## src/rtl/fp_add_seq.sv

```systemverilog
// fp_add_seq: sequential floating-point adder/subtractor for a small
// {sign, exp, man} format (bias 2^(EXP_W-1)-1, hidden leading one,
// exp==0 is exact zero, no denormals/infinities/NaNs).
// One state per cycle: IDLE -> ALIGN -> ADD -> NORM (repeats per shift step)
// -> [ROUND] -> DONE -> IDLE.
// Optional feature: define FP_ADD_SEQ_RNE_EN to carry guard/round/sticky bits
// and add a ROUND state (round to nearest, ties to even). Without it, bits
// below the mantissa LSB are truncated and ROUND does not exist.
//
// Handshake: go is sampled only in IDLE; the edge that samples go=1 also
// captures a, b and sub. busy is high in every state except IDLE. done is a
// one-cycle pulse in DONE; sum/ovf/unf are written on entry to DONE and held
// until the next result. clr aborts any operation immediately.
module fp_add_seq #(
    parameter int EXP_W = 4,
    parameter int MAN_W = 3
) (
    input  logic                   clk,
    input  logic                   clr,
    input  logic                   go,
    input  logic                   sub,
    input  logic [EXP_W+MAN_W:0]   a,
    input  logic [EXP_W+MAN_W:0]   b,
    output logic [EXP_W+MAN_W:0]   sum,
    output logic                   done,
    output logic                   busy,
    output logic                   ovf,
    output logic                   unf,
    output logic [2:0]             dbg_state_o
);

    localparam int W = 1 + EXP_W + MAN_W;
`ifdef FP_ADD_SEQ_RNE_EN
    localparam int GRS = 3;
`else
    localparam int GRS = 0;
`endif
    // Working mantissa: hidden bit, stored bits, optional guard/round/sticky.
    localparam int M      = MAN_W + 1 + GRS;
    localparam int MAX_SH = MAN_W + 3;

    typedef enum logic [2:0] {
        S_IDLE  = 3'd0,
        S_ALIGN = 3'd1,
        S_ADD   = 3'd2,
        S_NORM  = 3'd3,
`ifdef FP_ADD_SEQ_RNE_EN
        S_ROUND = 3'd4,
`endif
        S_DONE  = 3'd5
    } state_t;

    state_t state_q, state_d;

    logic [W-1:0]     op_a_q, op_b_q;   // op_b_q holds the effective sign of b
    logic             sign_q, eff_sub_q;
    logic [EXP_W-1:0] exp_q;
    logic [M-1:0]     big_q, small_q;
    logic [M:0]       mant_q;           // bit M is the adder carry
    logic [W-1:0]     sum_q;
    logic             ovf_q, unf_q;

    // Expand a field to the working mantissa; exp==0 means exact zero.
    function automatic logic [M-1:0] ext_mant(input logic [EXP_W-1:0] e,
                                              input logic [MAN_W-1:0] m);
        logic [M-1:0] r;
        r = '0;
        if (e != '0) r[M-1 -: MAN_W+1] = {1'b1, m};
        return r;
    endfunction

    // ALIGN datapath: order by magnitude, shift the smaller operand right.
    logic             a_ge_b;
    logic             big_sign;
    logic [EXP_W-1:0] big_exp, sml_exp, diff;
    logic [MAN_W-1:0] big_man, sml_man;
    logic [M-1:0]     sml_ext, sml_shift;
`ifdef FP_ADD_SEQ_RNE_EN
    logic             sh_lost;
`endif

    assign a_ge_b = (op_a_q[W-2:0] >= op_b_q[W-2:0]);

    // Operand ordering and alignment shifter.
    always_comb begin
        big_sign  = a_ge_b ? op_a_q[W-1]          : op_b_q[W-1];
        big_exp   = a_ge_b ? op_a_q[W-2 -: EXP_W] : op_b_q[W-2 -: EXP_W];
        big_man   = a_ge_b ? op_a_q[MAN_W-1:0]    : op_b_q[MAN_W-1:0];
        sml_exp   = a_ge_b ? op_b_q[W-2 -: EXP_W] : op_a_q[W-2 -: EXP_W];
        sml_man   = a_ge_b ? op_b_q[MAN_W-1:0]    : op_a_q[MAN_W-1:0];
        diff      = big_exp - sml_exp;
        sml_ext   = ext_mant(sml_exp, sml_man);
        sml_shift = '0;
`ifdef FP_ADD_SEQ_RNE_EN
        sh_lost   = 1'b0;
`endif
        if (int'(diff) <= MAX_SH) begin
            sml_shift = sml_ext >> diff;
`ifdef FP_ADD_SEQ_RNE_EN
            // Bits pushed past the LSB collapse into the sticky bit.
            sh_lost      = |(sml_ext & ~({M{1'b1}} << diff));
            sml_shift[0] = sml_shift[0] | sh_lost;
`endif
        end
    end

    // NORM step decode.
    logic       norm_zero, norm_carry, norm_left, exp_max, exp_one;
    logic [M:0] mant_shr;

    assign norm_zero  = (mant_q == '0);
    assign norm_carry = mant_q[M];
    assign norm_left  = !mant_q[M] && !mant_q[M-1] && !norm_zero;
    assign exp_max    = (exp_q == '1);
    assign exp_one    = (exp_q == EXP_W'(1));
`ifdef FP_ADD_SEQ_RNE_EN
    assign mant_shr   = {1'b0, mant_q[M:2], mant_q[1] | mant_q[0]};

    // Round to nearest even on the guard/round/sticky bits.
    logic             rnd_up;
    logic [MAN_W+1:0] rnd_m;
    assign rnd_up = mant_q[2] & (mant_q[1] | mant_q[0] | mant_q[3]);
    assign rnd_m  = {1'b0, mant_q[M-1:GRS]} + (MAN_W+2)'(rnd_up);
`else
    assign mant_shr   = {1'b0, mant_q[M:1]};
`endif

    // State register.
    always_ff @(posedge clk or posedge clr) begin
        if (clr) state_q <= S_IDLE;
        else     state_q <= state_d;
    end

    // Next-state logic.
    always_comb begin
        state_d = state_q;
        case (state_q)
            S_IDLE:  if (go) state_d = S_ALIGN;
            S_ALIGN: state_d = S_ADD;
            S_ADD:   state_d = S_NORM;
            S_NORM: begin
                if ((norm_carry && exp_max) || (norm_left && exp_one))
                    state_d = S_DONE;
                else if (norm_carry || norm_left)
                    state_d = S_NORM;
                else
`ifdef FP_ADD_SEQ_RNE_EN
                    state_d = S_ROUND;
`else
                    state_d = S_DONE;
`endif
            end
`ifdef FP_ADD_SEQ_RNE_EN
            S_ROUND: state_d = S_DONE;
`endif
            S_DONE:  state_d = S_IDLE;
            default: state_d = S_IDLE;
        endcase
    end

    // Datapath and result registers, advanced by the current state.
    always_ff @(posedge clk or posedge clr) begin
        if (clr) begin
            op_a_q    <= '0;
            op_b_q    <= '0;
            sign_q    <= 1'b0;
            eff_sub_q <= 1'b0;
            exp_q     <= '0;
            big_q     <= '0;
            small_q   <= '0;
            mant_q    <= '0;
            sum_q     <= '0;
            ovf_q     <= 1'b0;
            unf_q     <= 1'b0;
        end else begin
            case (state_q)
                S_IDLE: begin
                    if (go) begin
                        op_a_q <= a;
                        op_b_q <= {b[W-1] ^ sub, b[W-2:0]};
                    end
                end
                S_ALIGN: begin
                    sign_q    <= big_sign;
                    exp_q     <= big_exp;
                    big_q     <= ext_mant(big_exp, big_man);
                    small_q   <= sml_shift;
                    eff_sub_q <= op_a_q[W-1] ^ op_b_q[W-1];
                end
                S_ADD: begin
                    // big_q >= small_q, so the difference is never negative.
                    if (eff_sub_q) mant_q <= {1'b0, big_q} - {1'b0, small_q};
                    else           mant_q <= {1'b0, big_q} + {1'b0, small_q};
                end
                S_NORM: begin
                    if (norm_carry) begin
                        if (exp_max) begin
                            sum_q <= {sign_q, {EXP_W{1'b1}}, {MAN_W{1'b1}}};
                            ovf_q <= 1'b1;
                            unf_q <= 1'b0;
                        end else begin
                            mant_q <= mant_shr;
                            exp_q  <= exp_q + 1'b1;
                        end
                    end else if (norm_left) begin
                        if (exp_one) begin
                            sum_q <= '0;
                            ovf_q <= 1'b0;
                            unf_q <= 1'b1;
                        end else begin
                            mant_q <= {mant_q[M-1:0], 1'b0};
                            exp_q  <= exp_q - 1'b1;
                        end
                    end else begin
`ifndef FP_ADD_SEQ_RNE_EN
                        sum_q <= norm_zero ? '0
                                           : {sign_q, exp_q, mant_q[M-2 -: MAN_W]};
                        ovf_q <= 1'b0;
                        unf_q <= 1'b0;
`endif
                    end
                end
`ifdef FP_ADD_SEQ_RNE_EN
                S_ROUND: begin
                    ovf_q <= 1'b0;
                    unf_q <= 1'b0;
                    if (norm_zero) begin
                        sum_q <= '0;
                    end else if (rnd_m[MAN_W+1]) begin
                        // Rounding carried out: mantissa becomes 1.000, exp+1.
                        if (exp_max) begin
                            sum_q <= {sign_q, {EXP_W{1'b1}}, {MAN_W{1'b1}}};
                            ovf_q <= 1'b1;
                        end else begin
                            sum_q <= {sign_q, exp_q + 1'b1, rnd_m[MAN_W:1]};
                        end
                    end else begin
                        sum_q <= {sign_q, exp_q, rnd_m[MAN_W-1:0]};
                    end
                end
`endif
                default: ;
            endcase
        end
    end

    assign sum         = sum_q;
    assign ovf         = ovf_q;
    assign unf         = unf_q;
    assign done        = (state_q == S_DONE);
    assign busy        = (state_q != S_IDLE);
    assign dbg_state_o = state_q;

endmodule
```

## config.mk

```make
export PLATFORM = sky130hd
export DESIGN_NAME = fp_add_seq
export DESIGN_NICKNAME = d
export VERILOG_FILES = /design/src/rtl/fp_add_seq.sv
export SDC_FILE = /design/constraint.sdc
export NUM_CORES = 1
export LEC_CHECK = 0
export CORE_UTILIZATION = 30
export CTS_BUF_LIST = sky130_fd_sc_hd__clkbuf_8
export CTS_CLUSTER_SIZE = 20
export DETAILED_ROUTE_END_ITERATION = 12
export PLACE_DENSITY = 0.52
export RECOVER_POWER = 50
export REMOVE_ABC_BUFFERS = 1
export SLEW_MARGIN = 40
export SYNTH_ARGS = -nofsm -noshare
export SYNTH_HDL_FRONTEND = slang
export SYNTH_SLANG_ARGS = --single-unit
```

## constraint.sdc

```tcl
create_clock -name clk -period 5.75 [get_ports clk]
set_input_delay 1.725 -clock clk [delete_from_list [all_inputs] [get_ports clk]]
set_output_delay 1.725 -clock clk [all_outputs]
set_load 0.005 [all_outputs]
```

==> results.md, run 1 <==
* Status: finished, violations left
* Violated checks: capacitance limit, slew limit
* Hold Crit Depth at 2
* Cts bufs inserted at 5
* Root Driver: clkbuf_8
* Leakage at 0.00145 uW
* Crit path largest cell delay at 1.22 ns
* Critical Path AT at 3.52 ns
* Reg clk slew, reported paths at 0.09 ns
* Post-Synthesis Cells at 301
* Skew final at 0.00490 ns
* CP Class: input port to asynchronous set/reset pin
* Setup TNS at 0 ns
* Area leader, netlist: dfrtp_1
* Register area share after synthesis at 0.426
* Final setup vio count at 0
* Clock latency on the worst-skew pair at 0.30 ns
* Crit end category: asynchronous set/reset pin
* Synth area leaders: dfrtp_1 (43%), ha_1 (7.1%), mux2i_1 (5.0%)
* Final min period at 3.40 ns
* Drc violations at 0
* Post_cts resized at 0
* Worst reg2reg setup slack at 2.55 ns
* Register bit total from synthesis at 48
* Clock Tree Buf Depth at 2
* Post-synth ARST share at 1.00
* Fillcell total at 942
* VDD IR-drop max at 0.000314 V
* Hold-fix buffers at CTS at 0
* F_max at 294 MHz
* RSZ-0062 raised after global routing: false
* 1st-pass router iterations at 4
* Post-CTS setup buffers at 0
* Clk sinks at 48
* Slew @ Worst Pin at 2.13 ns
* EDFF count, synth at 0
* Worst Setup Start Kind: input port
* Power Density at 706 nW/um2
* Critical path depth in cells at 2
* Yosys warnings at 0
* Port bufs at 34
* N_diodes at 0
* Rel. slew slack at -0.430
* Largest net degree at the start of global routing at 49
* Vias per inst at 4.91
* Core Footprint at 9150 um2
* GRT Total Usage at 0.129
* Dpl cell area at 3250 um2
* Initial antenna violation count at 0
* Final wirelength at 5810 um
* Number of global-route vias before repair at 2,194
* Bufs and invs on worst path at 2
* Total gr overflow at 0
* Reg2reg path depth at 12
* DRT iter0 DRCs at 88
* Routed WL per cell at 13.2 um
* Final instance area at 3370 um2
* HPWL after DPL at 4280 um
* Final #Nets at 367
* Worst hold path type: flip-flop to flip-flop
* Chip Height at 98.9 um
* Syn Area/Cell at 9.37 um2
* Max-slew violations at 49
* GPL Wtd Cong at 0.761
* Number of max-cap violations at 1
* Share of layout cells above drive strength 1 at 0.0846
* Worst path top cell family by delay: buffers and inverters
* Post-synthesis cell area at 2820 um2
* Commonest non-fill, non-tap cells in the layout: dfrtp_1 (48), nand2_1 (36), clkdlybuf4s50_1 (32), nor2_1 (30), a21oi_1 (27)
* DIE WIDTH at 98.9 um
* TritonCTS clock tree: yes
* Ports at 35
* Most common cell after layout, fill and taps aside: dfrtp_1
* Area delta synth->final at 19.4%
* Detail Route Antenna Nets at 0
* Vias at 2,169
* CP max-delay cell: clkinvlp_2
* Starting Density at 0.308
* Netlist cell types at 47
* Max FO, Critical Path at 48
* First-pass GRT wire length at 10,200 um
* Post-synth top flop: dfrtp_1
* Die area at 9790 um2
* Core Rows at 35
* CP cell instances: dlygate4sd3_1, clkinvlp_2
* Total Power at 2380 uW
* Final Hold Fails at 0
* Final period utilization at 0.592
* H-Tree Level Count at 2
* Top-area cell type share of the netlist area at 0.426
* Required time worst endpoint at 5.87 ns
* Hold WS at 0.485 ns
[synthesized netlist by cell type, drive strengths merged, types with 7 or more instances]
cell type  instances
dfrtp             48
nand2             36
nor2              31
a21oi             27
inv               20
o21ai             20
ha                16
mux2i             14
clkbuf            10
mux2              10
nor3               9
xnor2              7
[metrics by stage]
| stage | util | worst slack (ns) | std cells |
|---|---|---|---|
| 2_1_floorplan | - | 2.55 | 288 |
| 3_3_place_gp | 0.353 | 2.24 | 433 |
| 3_5_place_dp | 0.355 | 2.52 | 434 |
| 4_1_cts | 0.368 | 2.52 | 442 |
| 5_1_grt | 0.368 | 1.95 | 442 |
| 6_report | 0.368 | 2.35 | 442 |
[worst min-delay path, cell delays in order (launching register included)]
cell and delay [ns]:
dfrtp_1 0.35, nand2_1 0.04, o21ai_0 0.06
[path summary, 6_finish.rpt]
| check | from | endpoint |
|---|---|---|
| min reg2reg | sign_q$_DFFE_PP0P_ | sign_q$_DFFE_PP0P_ |
| min | sign_q$_DFFE_PP0P_ | sign_q$_DFFE_PP0P_ |
| max in group clk | dbg_state_o[0]$_DFFE_PP0P_ | busy |
| max reg2reg | op_a_q[0]$_DFFE_PP0P_ | small_q[0]$_DFFE_PP0P_ |
| max | clr | small_q[1]$_DFFE_PP0P_ |
| min in group asynchronous | clr | op_b_q[7]$_DFFE_PP0P_ |
[final cells by class]
type | count | area [um2] | area share
repair buffers | 35 | 352 | 0.104
flip-flops and latches | 48 | 1200 | 0.357
well taps | 111 | 139 | 0.0412
clock buffers | 7 | 96.3 | 0.0286
multi-input cells | 220 | 1470 | 0.437
inverters | 20 | 76.3 | 0.0227
clock inverters | 1 | 30.0 | 0.00892
[routing by layer]
metal,vias to the layer above,share of wire,track usage
met5,-,0,0
met4,0,0.0074,0.0333
met3,7,0.034,0.0270
met2,39,0.47,0.221
met1,1013,0.49,0.165
li1,1110,-,-
[flip-flops by register name (all words and copies together) (netlist names), 3 cells and up]
| signal | count |
|---|---|
| small_q | 4 |
| dbg_state_o | 3 |
| sum | 8 |
| op_a_q | 8 |
| exp_q | 4 |
| big_q | 4 |
| mant_q | 5 |
| op_b_q | 8 |
[power by group]
part,total [uW],switching [uW],internal [uW]
registers,680,175,505
clock network,269,115,154
logic,1430,756,672
[cell families (layout without fill, tap and decap cells)]
| family | Yosys count | after routing | share of synthesized area |
|---|---|---|---|
| compound gates | 77 | 77 | 0.181 |
| xor+xnor | 9 | 9 | 0.0280 |
| fa+ha+maj | 17 | 17 | 0.0781 |
| mux | 24 | 24 | 0.0897 |
| simple gates | 93 | 93 | 0.146 |
| buf+inv | 33 | 63 | 0.0506 |
| flops | 48 | 48 | 0.426 |
No activity file was read; power rests on OpenSTA's default activity.
==> inputs of run 2 (changes only) <==
clock period = 3.5 ns   (was 5.75 ns; I/O delays follow)
==> run 2 against run 1 <==
The flow now finishes without violations. Routed wire length down 0.57%. Sequential power up 63%. Clock skew about the same. Utilization down 0.29 points. Register-to-register slack worse by 1.9 ns. Clock power up 26%. Clock-buffer cell count down 1. Largest power group unchanged.
==> results.md, run 2 (synthesized netlist as in run 1, its figures left out) <==
* Port bufs at 34 (unchanged)
* Core Rows at 35 (unchanged)
* Required time worst endpoint at 3.71 ns (-2.16 ns)
* First-pass GRT wire length at 10,100 um (-0.75%)
* Crit path largest cell delay at 0.38 ns (-0.84 ns)
* Area delta synth->final at 18.5%
* Final period utilization at 0.811
* Critical Path AT at 3.05 ns (-0.47 ns)
* Clk sinks at 48 (unchanged)
* Hold WS at 0.486 ns (+0.000358 ns)
* Core Footprint at 9150 um2 (unchanged)
* Ports at 35 (unchanged)
* Chip Height at 98.9 um (unchanged)
* Clock latency on the worst-skew pair at 0.30 ns (about the same)
* Initial antenna violation count at 0 (unchanged)
* Final worst slack at 0.660 ns (-1.69 ns)
* Post_cts resized at 0 (unchanged)
* HPWL after DPL at 4250 um (-0.62%)
* CP Class: flip-flop to flip-flop
* GPL Wtd Cong at 0.755 (-0.85%)
* Crit end category: flip-flop
* VDD IR-drop max at 0.000617 V (+97%)
* Power Density at 1140 nW/um2 (+62%)
* H-Tree Level Count at 2 (unchanged)
* Status: finished, final reports clean
* Leakage at 0.00145 uW (unchanged)
* Most common cell after layout, fill and taps aside: dfrtp_1
* Final Hold Fails at 0 (unchanged)
* Vias at 2,180 (+0.51%)
* Final setup vio count at 0 (unchanged)
* TritonCTS clock tree: yes
* Final min period at 2.84 ns
* Setup TNS at 0 ns (unchanged)
* Clock Tree Buf Depth at 2 (unchanged)
* F_max at 352 MHz
* Max FO, Critical Path at 7 (-85%)
* Worst Setup Start Kind: flip-flop
* Hold-fix buffers at CTS at 0 (unchanged)
* Routed WL per cell at 13.0 um (-1.2%)
* Number of global-route vias before repair at 2,108 (-3.9%)
* Dpl cell area at 3260 um2 (+0.46%)
* Slew @ Worst Pin at 1.20 ns (-0.931 ns)
* Rel. slew slack at 0.199 (+0.629)
* Vias per inst at 4.90 (-0.17%)
* Worst reg2reg setup slack at 0.66 ns (-1.89 ns)
* RSZ-0062 raised after global routing: false
* Commonest non-fill, non-tap cells in the layout: dfrtp_1 (48), nand2_1 (36), clkdlybuf4s50_1 (32), nor2_1 (30), a21oi_1 (27)
* Worst hold path type: flip-flop to flip-flop
* CP cell instances: inv_1, ha_1, nand2b_4, a211o_1, a221oi_4, and3_1, nor2_1, ha_1, mux2i_1, a211oi_1, a21oi_1, o31ai_1
* DIE WIDTH at 98.9 um (unchanged)
* Dpl ws at 0.678 ns (-1.85 ns)
* Max-slew violations at 0 (-100%)
* Final wirelength at 5780 um (-0.57%)
* GRT Total Usage at 0.129 (about the same)
* Share of layout cells above drive strength 1 at 0.0778 (-0.00675)
* Post-CTS setup buffers at 0 (unchanged)
* Largest net degree at the start of global routing at 49 (unchanged)
* Number of max-cap violations at 0 (-1)
* Final #Nets at 370 (+0.82%)
* Total gr overflow at 0 (unchanged)
* CP max-delay cell: dfrtp_1
* DRT iter0 DRCs at 49 (-44%)
* Drc violations at 0 (unchanged)
* Final instance area at 3340 um2 (-0.78%)
* Reg clk slew, reported paths at 0.08 ns (about the same)
* Starting Density at 0.308 (unchanged)
* 1st-pass router iterations at 4 (unchanged)
* Skew final at 0.00540 ns (+0.000494 ns)
* Die area at 9790 um2 (unchanged)
* Detail Route Antenna Nets at 0 (unchanged)
* Cell mode on critical path: ha_1
* Cts bufs inserted at 5 (unchanged)
* Final Util at 0.365 (-0.00287)
* Root Driver: clkbuf_8
* N_diodes at 0 (unchanged)
## run 2: cell count changes in the layout (fill, tap and decap cells not counted)
cell        change
buf_4           +2
inv_1           +2
and3_1          +1
and3_2          -1
buf_6           -1
bufinv_16       -1
clkbuf_1        +1
clkbuf_2        +1
clkbuf_8        -1
clkinv_1        +1
clkinvlp_2      -1
## run 2: cell type report
type | instances | area (um2)
repair buffers | 38 | 364
multi-input cells | 220 | 1470
flip-flops and latches | 48 | 1200
inverters | 20 | 75.1
fillers | 964 | 5810
well taps | 111 | 139
clock inverters | 2 | 7.51
clock buffers | 6 | 82.6
## run 2: path summary, 6_finish.rpt
path,endpoint,startpoint,cells after the start
min in group asynchronous,op_a_q[7]$_DFFE_PP0P_,clr,3
max in group asynchronous,mant_q[0]$_DFFE_PP0P_,clr,3
worst min-delay path,unf$_DFFE_PP0P_,unf$_DFFE_PP0P_,2
worst max register to register,small_q[0]$_DFFE_PP0P_,op_a_q[0]$_DFFE_PP0P_,12
worst max-delay path,small_q[0]$_DFFE_PP0P_,op_a_q[0]$_DFFE_PP0P_,12
worst min register to register,unf$_DFFE_PP0P_,unf$_DFFE_PP0P_,2
## run 2: through the flow
step                      std cells  power, uW
after floorplan                 288       2830
after global placement          437       3490
after detailed placement        437       3510
after CTS                       445       3870
after global routing            445       4210
final                           445       3810
## run 2: critical path: cells and delay by family (launching register included)
family                     cells  cell delay (ns)
adders and majority gates      2             0.61
and+or+nand+nor                3             0.36
muxes                          1             0.15
AOI/OAI and AO/OA              5             1.15
DFF                            1             0.38
buffers and inverters          1             0.09
## run 2: where the power goes
part	internal (uW)	switching, uW	total, uW
clock network	156	183	339
logic	1120	1250	2360
registers	829	283	1110
total	2100	1710	3810
## run 2: metal layers
| layer | vias up | track usage | wire [um] |
|---|---|---|---|
| li1 | 1115 | - | - |
| met1 | 1017 | 0.176 | 2860 |
| met2 | 41 | 0.206 | 2630 |
| met3 | 7 | 0.0270 | 227 |
| met4 | 0 | 0.0379 | 64 |
| met5 | - | 0 | 0 |
